File: config.mk
export PLATFORM = sky130hd
export DESIGN_NAME = uart_rx_fifo
export DESIGN_NICKNAME = d
export VERILOG_FILES = /design/src/rtl/uart_rx_fifo.sv
export SDC_FILE = /design/constraint.sdc
export NUM_CORES = 1
export LEC_CHECK = 0
export ABC_CLOCK_PERIOD_IN_PS = 3800
export CAP_MARGIN = 15
export CORE_MARGIN = 2
export CORE_UTILIZATION = 50
export CTS_CLUSTER_SIZE = 25
export DETAILED_ROUTE_END_ITERATION = 12
export GPL_ROUTABILITY_DRIVEN = 0
export PLACE_DENSITY = 0.68
export SYNTH_ARGS = -nofsm -noshare
export SYNTH_HDL_FRONTEND = slang
export SYNTH_SLANG_ARGS = --single-unit
export TNS_END_PERCENT = 20
File: constraint.sdc
create_clock -name clk -period 3.8 [get_ports clk]
set_clock_uncertainty 0.1 [all_clocks]
set_input_delay 0.76 -clock clk [delete_from_list [all_inputs] [get_ports clk]]
set_output_delay 0.76 -clock clk [all_outputs]
set_load 0.01 [all_outputs]
File: src/rtl/uart_rx_fifo.sv
// uart_rx_fifo: circular byte buffer behind a UART receiver with level, threshold and sticky overflow flags
module uart_rx_fifo #(
  parameter int DATA_W = 8,
  parameter int DEPTH  = 16,
  parameter int ADDR_W = 4,
  parameter int THRESH = 12
) (
  input  logic              clk,
  input  logic              rst,
  input  logic [DATA_W-1:0] wr_data,
  input  logic              wr_stb,
  input  logic              rd_en,
  output logic [DATA_W-1:0] rd_data,
  output logic              rd_valid,
  output logic              empty,
  output logic              full,
  output logic [ADDR_W:0]   count,
  output logic              level_hit,
  output logic              overflow,
  input  logic              ovf_clr
);
  logic [DATA_W-1:0] mem [DEPTH];
  logic [ADDR_W-1:0] wp, rp;
  logic rd_acc, wr_acc, drop;
  always_comb begin
    empty     = count == '0;
    full      = count == (ADDR_W+1)'(DEPTH);
    level_hit = count >= (ADDR_W+1)'(THRESH);
    rd_acc    = rd_en && !empty;
    wr_acc    = wr_stb && (!full || rd_acc);
    drop      = wr_stb && full && !rd_acc;
  end
  always_ff @(posedge clk)
    if (!rst && wr_acc) mem[wp] <= wr_data;
  always_ff @(posedge clk) begin
    if (rst) begin
      wp       <= '0;
      rp       <= '0;
      count    <= '0;
      rd_data  <= '0;
      rd_valid <= 1'b0;
      overflow <= 1'b0;
    end else begin
      rd_valid <= rd_acc;
      if (rd_acc) begin
        rd_data <= mem[rp];
        rp      <= rp + 1'b1;
      end
      if (wr_acc) wp <= wp + 1'b1;
      count    <= (wr_acc && !rd_acc) ? count + 1'b1 : (rd_acc && !wr_acc) ? count - 1'b1 : count;
      overflow <= drop ? 1'b1 : ovf_clr ? 1'b0 : overflow;
    end
  end
endmodule

==> flow_summary_export.csv, run 1 <==
group,metric,value,unit
run_status,outcome,"complete, no violations",
cells_and_area,fin_cells,598,
drt,drc,0,
clock_tree,clk-insertion-delay-late,0.42,ns
logic_synthesis,synth_top_cell_by_area,"edfxtp_1",
logic_synthesis,synth_seq_cells,151,
setup_path,r2r-end,"count[4]$_SDFFE_PP0P_",
die,die_h,114,um
logic_synthesis,yosys.cell_types.count,34,
drt,routed_wl,12200,um
sta,min_period_over_period,81.5,%
power,p_leak,2.29,nW
die,io_pins,31,
power,vdd_drop_max,403,uV
setup_path,path_class,"reg -> out",
drt,ant_nets,0,
drt,vias_per_cell,5.67,
clock_tree,cts_max_path_buffers,2,
logic_synthesis,syn_area,0.00606,sq mm
cells_and_area,ff_latch_area,0.00431,sq mm
die,initial_core_util,50.9,%
sta,relSlewSlack,39.2,%
sta,rsz0062_at_grt,"no",
cells_and_area,final_common_cell,"edfxtp_1",
cells_and_area,area.growth.synth_to_final,17.3,%
die,dieArea,0.0130,sq mm
min_path,min_from,"rd_data[0]$_SDFFE_PP0N_",
logic_synthesis,synthMuxAreaShare,11.1,%
drt,first_pass_iters,4,
min_path,worstHoldPathType,"reg -> reg",
clock_tree,cts_sinks,151,
clock_tree,cts_resized,0,
min_path,min_delay_path_depth,2,
power,power.density,626,mW/mm^2
clock_tree,ctsHoldBuffers,0,
setup_path,reg2reg_from,"count[2]$_SDFFE_PP0P_",
drt,num_vias,3388,
setup_path,cp.required,2.94,ns
die,coreArea,0.0119,sq mm
setup_path,ff2ff_path_depth,9,
setup_path,slowest_delay,0.57,ns
clock_tree,post_cts_buffers,0,
drt,dr.first_iter.drc_count,213,
global_route,grt_pass1_vias,3332,
global_route,grt_max_degree,52,
global_route,antenna_found_initial,0,
min_path,min_to,"rd_data[0]$_SDFFE_PP0N_",
cells_and_area,final_cell_mix,"128 x edfxtp_1, 66 x mux2i_1, 50 x nor2_1",
clock_tree,h-tree-depth,4,
setup_path,critPathMaxFanout,6,
sta,fin_tns_setup,0,ns
logic_synthesis,synthCells,403,
cells_and_area,nNetsFinal,462,
die,placementRows,40,
logic_synthesis,synthAdderAreaFrac,2.40,%
setup_path,worstPathArrival,2.24,ns
clock_tree,path_clk_slew,0.05,ns
logic_synthesis,ys_seq_area_share,71.0,%
logic_synthesis,syn_avg_cell_area,15.0,sq um
sta,timing.fmax,323,MHz
sta,min_period,3.10,ns
placed_design,io_buffers,30,
sta,tightest_slew,0.912,ns
global_route,overflow,0,
placed_design,dp_hpwl,7770,um
run,drv_cap,0,
sta,finalHoldViolCount,0,
logic_synthesis,ys_warn_count,0,
cells_and_area,drive_gt1_share,9.31,%
cells_and_area,antenna_cells,0,
logic_synthesis,yosysTopAreaCellShare,63.4,%
sta,setup_viol,0,
logic_synthesis,synth_area_leaders,"edfxtp_1 63%, mux2i_1 11%, dfxtp_1 7.6%",
setup_path,crit_path_end_kind,"output pin",
logic_synthesis,synth_top_family_by_area,"multiplexers",
sta,report.final.slew_viol_count,0,
clock_tree,cts_tree,"yes",
cells_and_area,nFillCells,906,
logic_synthesis,syn_nets,427,
placed_design,placed_cells,566,
die,dieWidth,114,um
setup_path,cp_top_family,"simple AND/OR/NAND/NOR gates",
drt,routedWlPerCell,20.4,um
global_route,grt_pass1_wl,18700,um
cells_and_area,multiInputGateArea,0.00162,sq mm
clock_tree,cts_made_buffers,17,
global_route,grt_usage,20.1,%
setup_path,cp_cell_sequence,"or4_4, or2_2, inv_1, clkdlybuf4s50_1",
setup_path,start_kind,"flip-flop",
logic_synthesis,synth_compound_area_share,5.27,%
setup_path,worst-path-buf-inv,2,
logic_synthesis,synth-simple-area-share,6.63,%
clock_tree,clockRootBuffer,"clkbuf_16",
setup_path,reg2reg_slack,0.82,ns
setup_path,crit_slowest_cell,"or4_4",
logic_synthesis,yosys.area_share.xor_xnor,1.30,%
## cells by family after synthesis
family,Yosys count
multiplexers,67
flip-flops,151
adder cells (fa/ha/maj),11
XOR/XNOR,9
AND/OR/NAND/NOR,86
buffers and inverters,29
AO/OA/AOI/OAI,50
## worst max-delay path by stage
| stage | startpoint | endpoint | slack, ns | cells past startpoint |
|---|---|---|---|---|
| 2_1_floorplan | count[1]$_SDFFE_PP0P_ | count[4]$_SDFFE_PP0P_ | 0.84 | 11 |
| 3_3_place_gp | rd_en | count[4]$_SDFFE_PP0P_ | 0.59 | 9 |
| 3_5_place_dp | rd_en | count[4]$_SDFFE_PP0P_ | 0.52 | 9 |
| 4_1_cts | count[2]$_SDFFE_PP0P_ | full | 0.68 | 4 |
| 5_1_grt | count[2]$_SDFFE_PP0P_ | full | 0.63 | 4 |
| 6_report | count[2]$_SDFFE_PP0P_ | full | 0.70 | 4 |
## power by group
group	leakage [nW]	total [mW]	switching (mW)	internal, mW
sequential	1.34	1.97	0.0901	1.88
clock	0.300	1.72	0.609	1.12
combinational	0.647	0.753	0.408	0.345
## per-layer routing
| metal | GRT usage (%) | part of all wire [%] | vias up | wire [um] |
|---|---|---|---|---|
| met2 | 31.6 | 49 | 84 | 6000 |
| met4 | 9.02 | 2.6 | 0 | 314 |
| met5 | 0 | 0 | - | 0 |
| met1 | 26.6 | 43 | 1684 | 5230 |
| li1 | - | - | 1596 | - |
| met3 | 5.29 | 5.2 | 24 | 637 |
## registers in the layout, indices dropped and copies added (netlist names)
| name | flops |
|---|---|
| rd_valid | 1 |
| mem | 128 |
| overflow | 1 |
| rp | 4 |
| wp | 4 |
| count | 5 |
| rd_data | 8 |
## cells in the mapped netlist
master	number
nand3b_1	4
xor2_1	7
a21o_1	1
fa_1	1
buf_4	4
o22ai_1	32
or4_4	1
nand4_1	1
clkbuf_1	8
buf_6	1
a211oi_1	8
a21oi_1	7
mux2_2	1
mux2i_1	66
or2_2	1
buf_2	6
inv_2	1
nor2_1	50
nor4_1	8
dfxtp_1	23
buf_1	1
or3_1	2
or3b_1	1
o31a_1	1
o21a_1	1
nand2_4	1
nand4_2	1
nor2b_1	1
edfxtp_1	128
xnor2_1	2
ha_1	10
nand2_1	13
inv_1	8
nand3_1	2
## through the flow
stage               area [sq um]  hold WS, ns  power, mW  worst slack, ns  utilization [%]
floorplan                   6060        0.420       2.45            0.842                -
global placement            6490        0.394       2.74            0.590             54.5
detailed placement          6490        0.394       2.76            0.517             54.5
CTS                         7110        0.402       4.48            0.679             59.7
global route                7110        0.426       4.63            0.628             59.7
finish                      7110        0.396       4.45            0.703             59.7
## worst register-to-register path: stages (launching register included)
cell and delay (ns):
dfxtp_1 0.38, or4_4 0.57, o31a_1 0.28, ha_1 0.24, inv_1 0.16, ha_1 0.27, a21o_1 0.16, a21oi_1 0.17
mux2i_1 0.21, mux2_2 0.34
## final cells by class
type                            count  share of cell area [%]
Clock buffer                       24                    7.06
Clock inverter                      8                    1.67
Inverter                            9                   0.475
Multi-Input combinational cell    223                    22.7
Sequential cell                   151                    60.6
Tap cell                          147                    2.59
Timing Repair Buffer               36                    4.86
Note: power is estimated with default switching activity, not from simulation.
==> inputs of run 2 (changes only) <==
--- a/config.mk
+++ b/config.mk
@@ -5,14 +5,14 @@
 export SDC_FILE = /design/constraint.sdc
 export NUM_CORES = 1
 export LEC_CHECK = 0
-export ABC_CLOCK_PERIOD_IN_PS = 3800
+export ABC_CLOCK_PERIOD_IN_PS = 2800
 export CAP_MARGIN = 15
 export CORE_MARGIN = 2
 export CORE_UTILIZATION = 50
 export CTS_CLUSTER_SIZE = 25
 export DETAILED_ROUTE_END_ITERATION = 12
 export GPL_ROUTABILITY_DRIVEN = 0
-export PLACE_DENSITY = 0.68
+export PLACE_DENSITY = 0.71
 export SYNTH_ARGS = -nofsm -noshare
 export SYNTH_HDL_FRONTEND = slang
 export SYNTH_SLANG_ARGS = --single-unit
==> constraint.sdc (replaced) <==
create_clock -name clk -period 2.8 [get_ports clk]
set_clock_uncertainty 0.1 [all_clocks]
set_input_delay 0.56 -clock clk [delete_from_list [all_inputs] [get_ports clk]]
set_output_delay 0.56 -clock clk [all_outputs]
set_load 0.01 [all_outputs]
==> run 2 against run 1 <==
  * Die area unchanged
  * Flip-flop and latch count unchanged
  * Final cell count increased by 4.3%
  * Clock-buffer cell count decreased by 4
  * Routed wire length increased by 3.3%
  * Clock power increased by 28%
  * Via count increased by 4.2%
  * Non-clock buffer count increased by 26
  * Worst hold slack improved by 0.0084 ns
  * Power increased by 36%
  * Critical endpoint is now count[4]$_SDFFE_PP0P_
  * Largest power group unchanged
  * Highest routed layer unchanged
==> flow_summary_export.csv, run 2 (synthesized netlist as in run 1, its figures left out) <==
group,metric,value,unit
run_status,outcome,"complete, no violations",
sta,setup_viol,0,
drt,drc,0,
setup_path,slowest_delay,0.52,ns
power,p_comb_share,19.4,%
setup_path,critPathMaxFanout,5,
drt,num_vias,3529,
sta,fin_tns_setup,0,ns
drt,first_pass_iters,5,
clock_tree,cts_max_path_buffers,2,
setup_path,cp.required,3.01,ns
sta,tightest_slew,0.660,ns
setup_path,start_kind,"flip-flop",
global_route,grt_max_degree,33,
clock_tree,path_clk_slew,0.06,ns
power,pwr-share-seq,44.1,%
power,power.density,824,mW/mm^2
drt,routedWlPerCell,20.2,um
sta,min_period,2.75,ns
global_route,grt_usage,20.8,%
drt,vias_per_cell,5.66,
cells_and_area,nNetsFinal,488,
sta,report.final.slew_viol_count,0,
global_route,grt_pass1_vias,3550,
placed_design,io_buffers,30,
die,initial_core_util,50.9,%
die,dieWidth,114,um
die,die_h,114,um
sta,timing.fmax,364,MHz
clock_tree,clockRootBuffer,"clkbuf_16",
setup_path,cpMostUsedCell,"ha_4",
power,p_sw,1.56,mW
cells_and_area,top_register,"mem",
drt,dr.first_iter.drc_count,265,
cells_and_area,largest_register_ff_count,128,
global_route,overflow,0,
die,coreArea,0.0119,sq mm
power,swShare,26.0,%
cells_and_area,antenna_cells,0,
sta,rsz0062_at_grt,"yes",
run,drv_cap,0,
power,intPower,4.46,mW
drt,routed_wl,12600,um
cells_and_area,top_regs,"mem x128, rd_data x8, count x5",
global_route,antenna_found_initial,0,
die,io_pins,31,
clock_tree,clk-insertion-delay-late,0.42,ns
setup_path,worst-path-buf-inv,1,
power,p_leak,2.41,nW
cells_and_area,final_cell_mix,"128 x edfxtp_1, 66 x mux2i_1, 50 x nor2_1",
power,vdd_drop_max,433,uV
setup_path,cp_top_family,"compound AO/OA/AOI/OAI gates",
setup_path,crit_path_end_kind,"flip-flop",
clock_tree,cts_made_buffers,17,
setup_path,worstPathArrival,2.96,ns
sta,min_period_over_period,98.2,%
sta,hold_ws,0.404,ns
cells_and_area,area.growth.synth_to_final,20.8,%
setup_path,cp_cell_sequence,"or4_4, o31a_1, ha_4, inv_6, ha_4, a21o_1, a21oi_2, mux2i_1, mux2_2",
placed_design,placed_cells,589,
setup_path,path_class,"reg -> reg",
cells_and_area,drive_gt1_share,15.9,%
sta,finalHoldViolCount,0,
die,dieArea,0.0130,sq mm
setup_path,crit_slowest_cell,"or4_4",
drt,ant_nets,0,
cells_and_area,fin_util,61.5,%
global_route,grt_pass1_wl,19500,um
placed_design,dp_hpwl,8110,um
sta,relSlewSlack,55.9,%
clock_tree,h-tree-depth,4,
min_path,worstHoldPathType,"reg -> reg",
power,p_clk_share,36.5,%
clock_tree,cts_tree,"yes",
clock_tree,cts_sinks,151,
die,placementRows,40,
cells_and_area,fin_cells,624,
cells_and_area,final_common_cell,"edfxtp_1",
clock_tree,ctsHoldBuffers,0,
[run 2: timing repair]
action | 4_1_cts | 5_1_grt
buffers inserted | 0 | 3
endpoints found under the setup margin | 2 | 1
gates resized for setup | 1 | 3
pin swaps | 0 | 6
[run 2: metrics by stage]
step                      total power, mW  area (sq um)  setup slack, ns
after global placement               3.80          6710          -0.0807
after detailed placement             3.84          6710           -0.180
final                                6.03          7320           0.0513
after floorplan                      3.36          6100          0.00770
after global routing                 6.27          7320          -0.0167
after CTS                            6.02          7290          -0.0158
[run 2: area by class of cell]
cell class / count / area, sq um
Fill cell: 897 / 4590
Sequential cell: 151 / 4310
Multi-Input combinational cell: 223 / 1650
Timing Repair Buffer: 62 / 552
Clock buffer: 20 / 457
Tap cell: 147 / 184
Clock inverter: 12 / 126
Inverter: 9 / 41.3
[run 2: layer usage]
layer  wire, um  global-route usage [%]  vias to the layer above
li1           -                       -                     1647
met1       5110                    27.3                     1726
met2       6260                    33.6                      131
met3        899                    4.50                       25
met4        308                    9.51                        0
met5          0                       0                        -
[run 2: power by group through the flow]
stage / sequential [mW] / combinational [mW] / clock (mW)
6_report: 2.66 / 1.17 / 2.20
3_3_place_gp: 2.69 / 1.11 / 0
2_1_floorplan: 2.70 / 0.654 / 0
3_5_place_dp: 2.70 / 1.14 / 0
4_1_cts: 2.65 / 1.14 / 2.22
5_1_grt: 2.67 / 1.27 / 2.32
[run 2: worst register-to-register path: stages (launching register included)]
cell	delay, ns
dfxtp_4	0.34
or4_4	0.52
o31a_1	0.34
ha_4	0.20
inv_6	0.07
ha_4	0.20
a21o_1	0.17
a21oi_2	0.15
mux2i_1	0.21
mux2_2	0.34
[run 2: worst paths after layout]
check	from	endpoint	slack (ns)	cells past startpoint
worst min-delay path	rd_data[4]$_SDFFE_PP0N_	rd_data[4]$_SDFFE_PP0N_	0.40	2
worst max register to register	count[2]$_SDFFE_PP0P_	count[4]$_SDFFE_PP0P_	0.05	9
worst max-delay path	count[2]$_SDFFE_PP0P_	count[4]$_SDFFE_PP0P_	0.05	9
worst min register to register	rd_data[4]$_SDFFE_PP0N_	rd_data[4]$_SDFFE_PP0N_	0.40	2
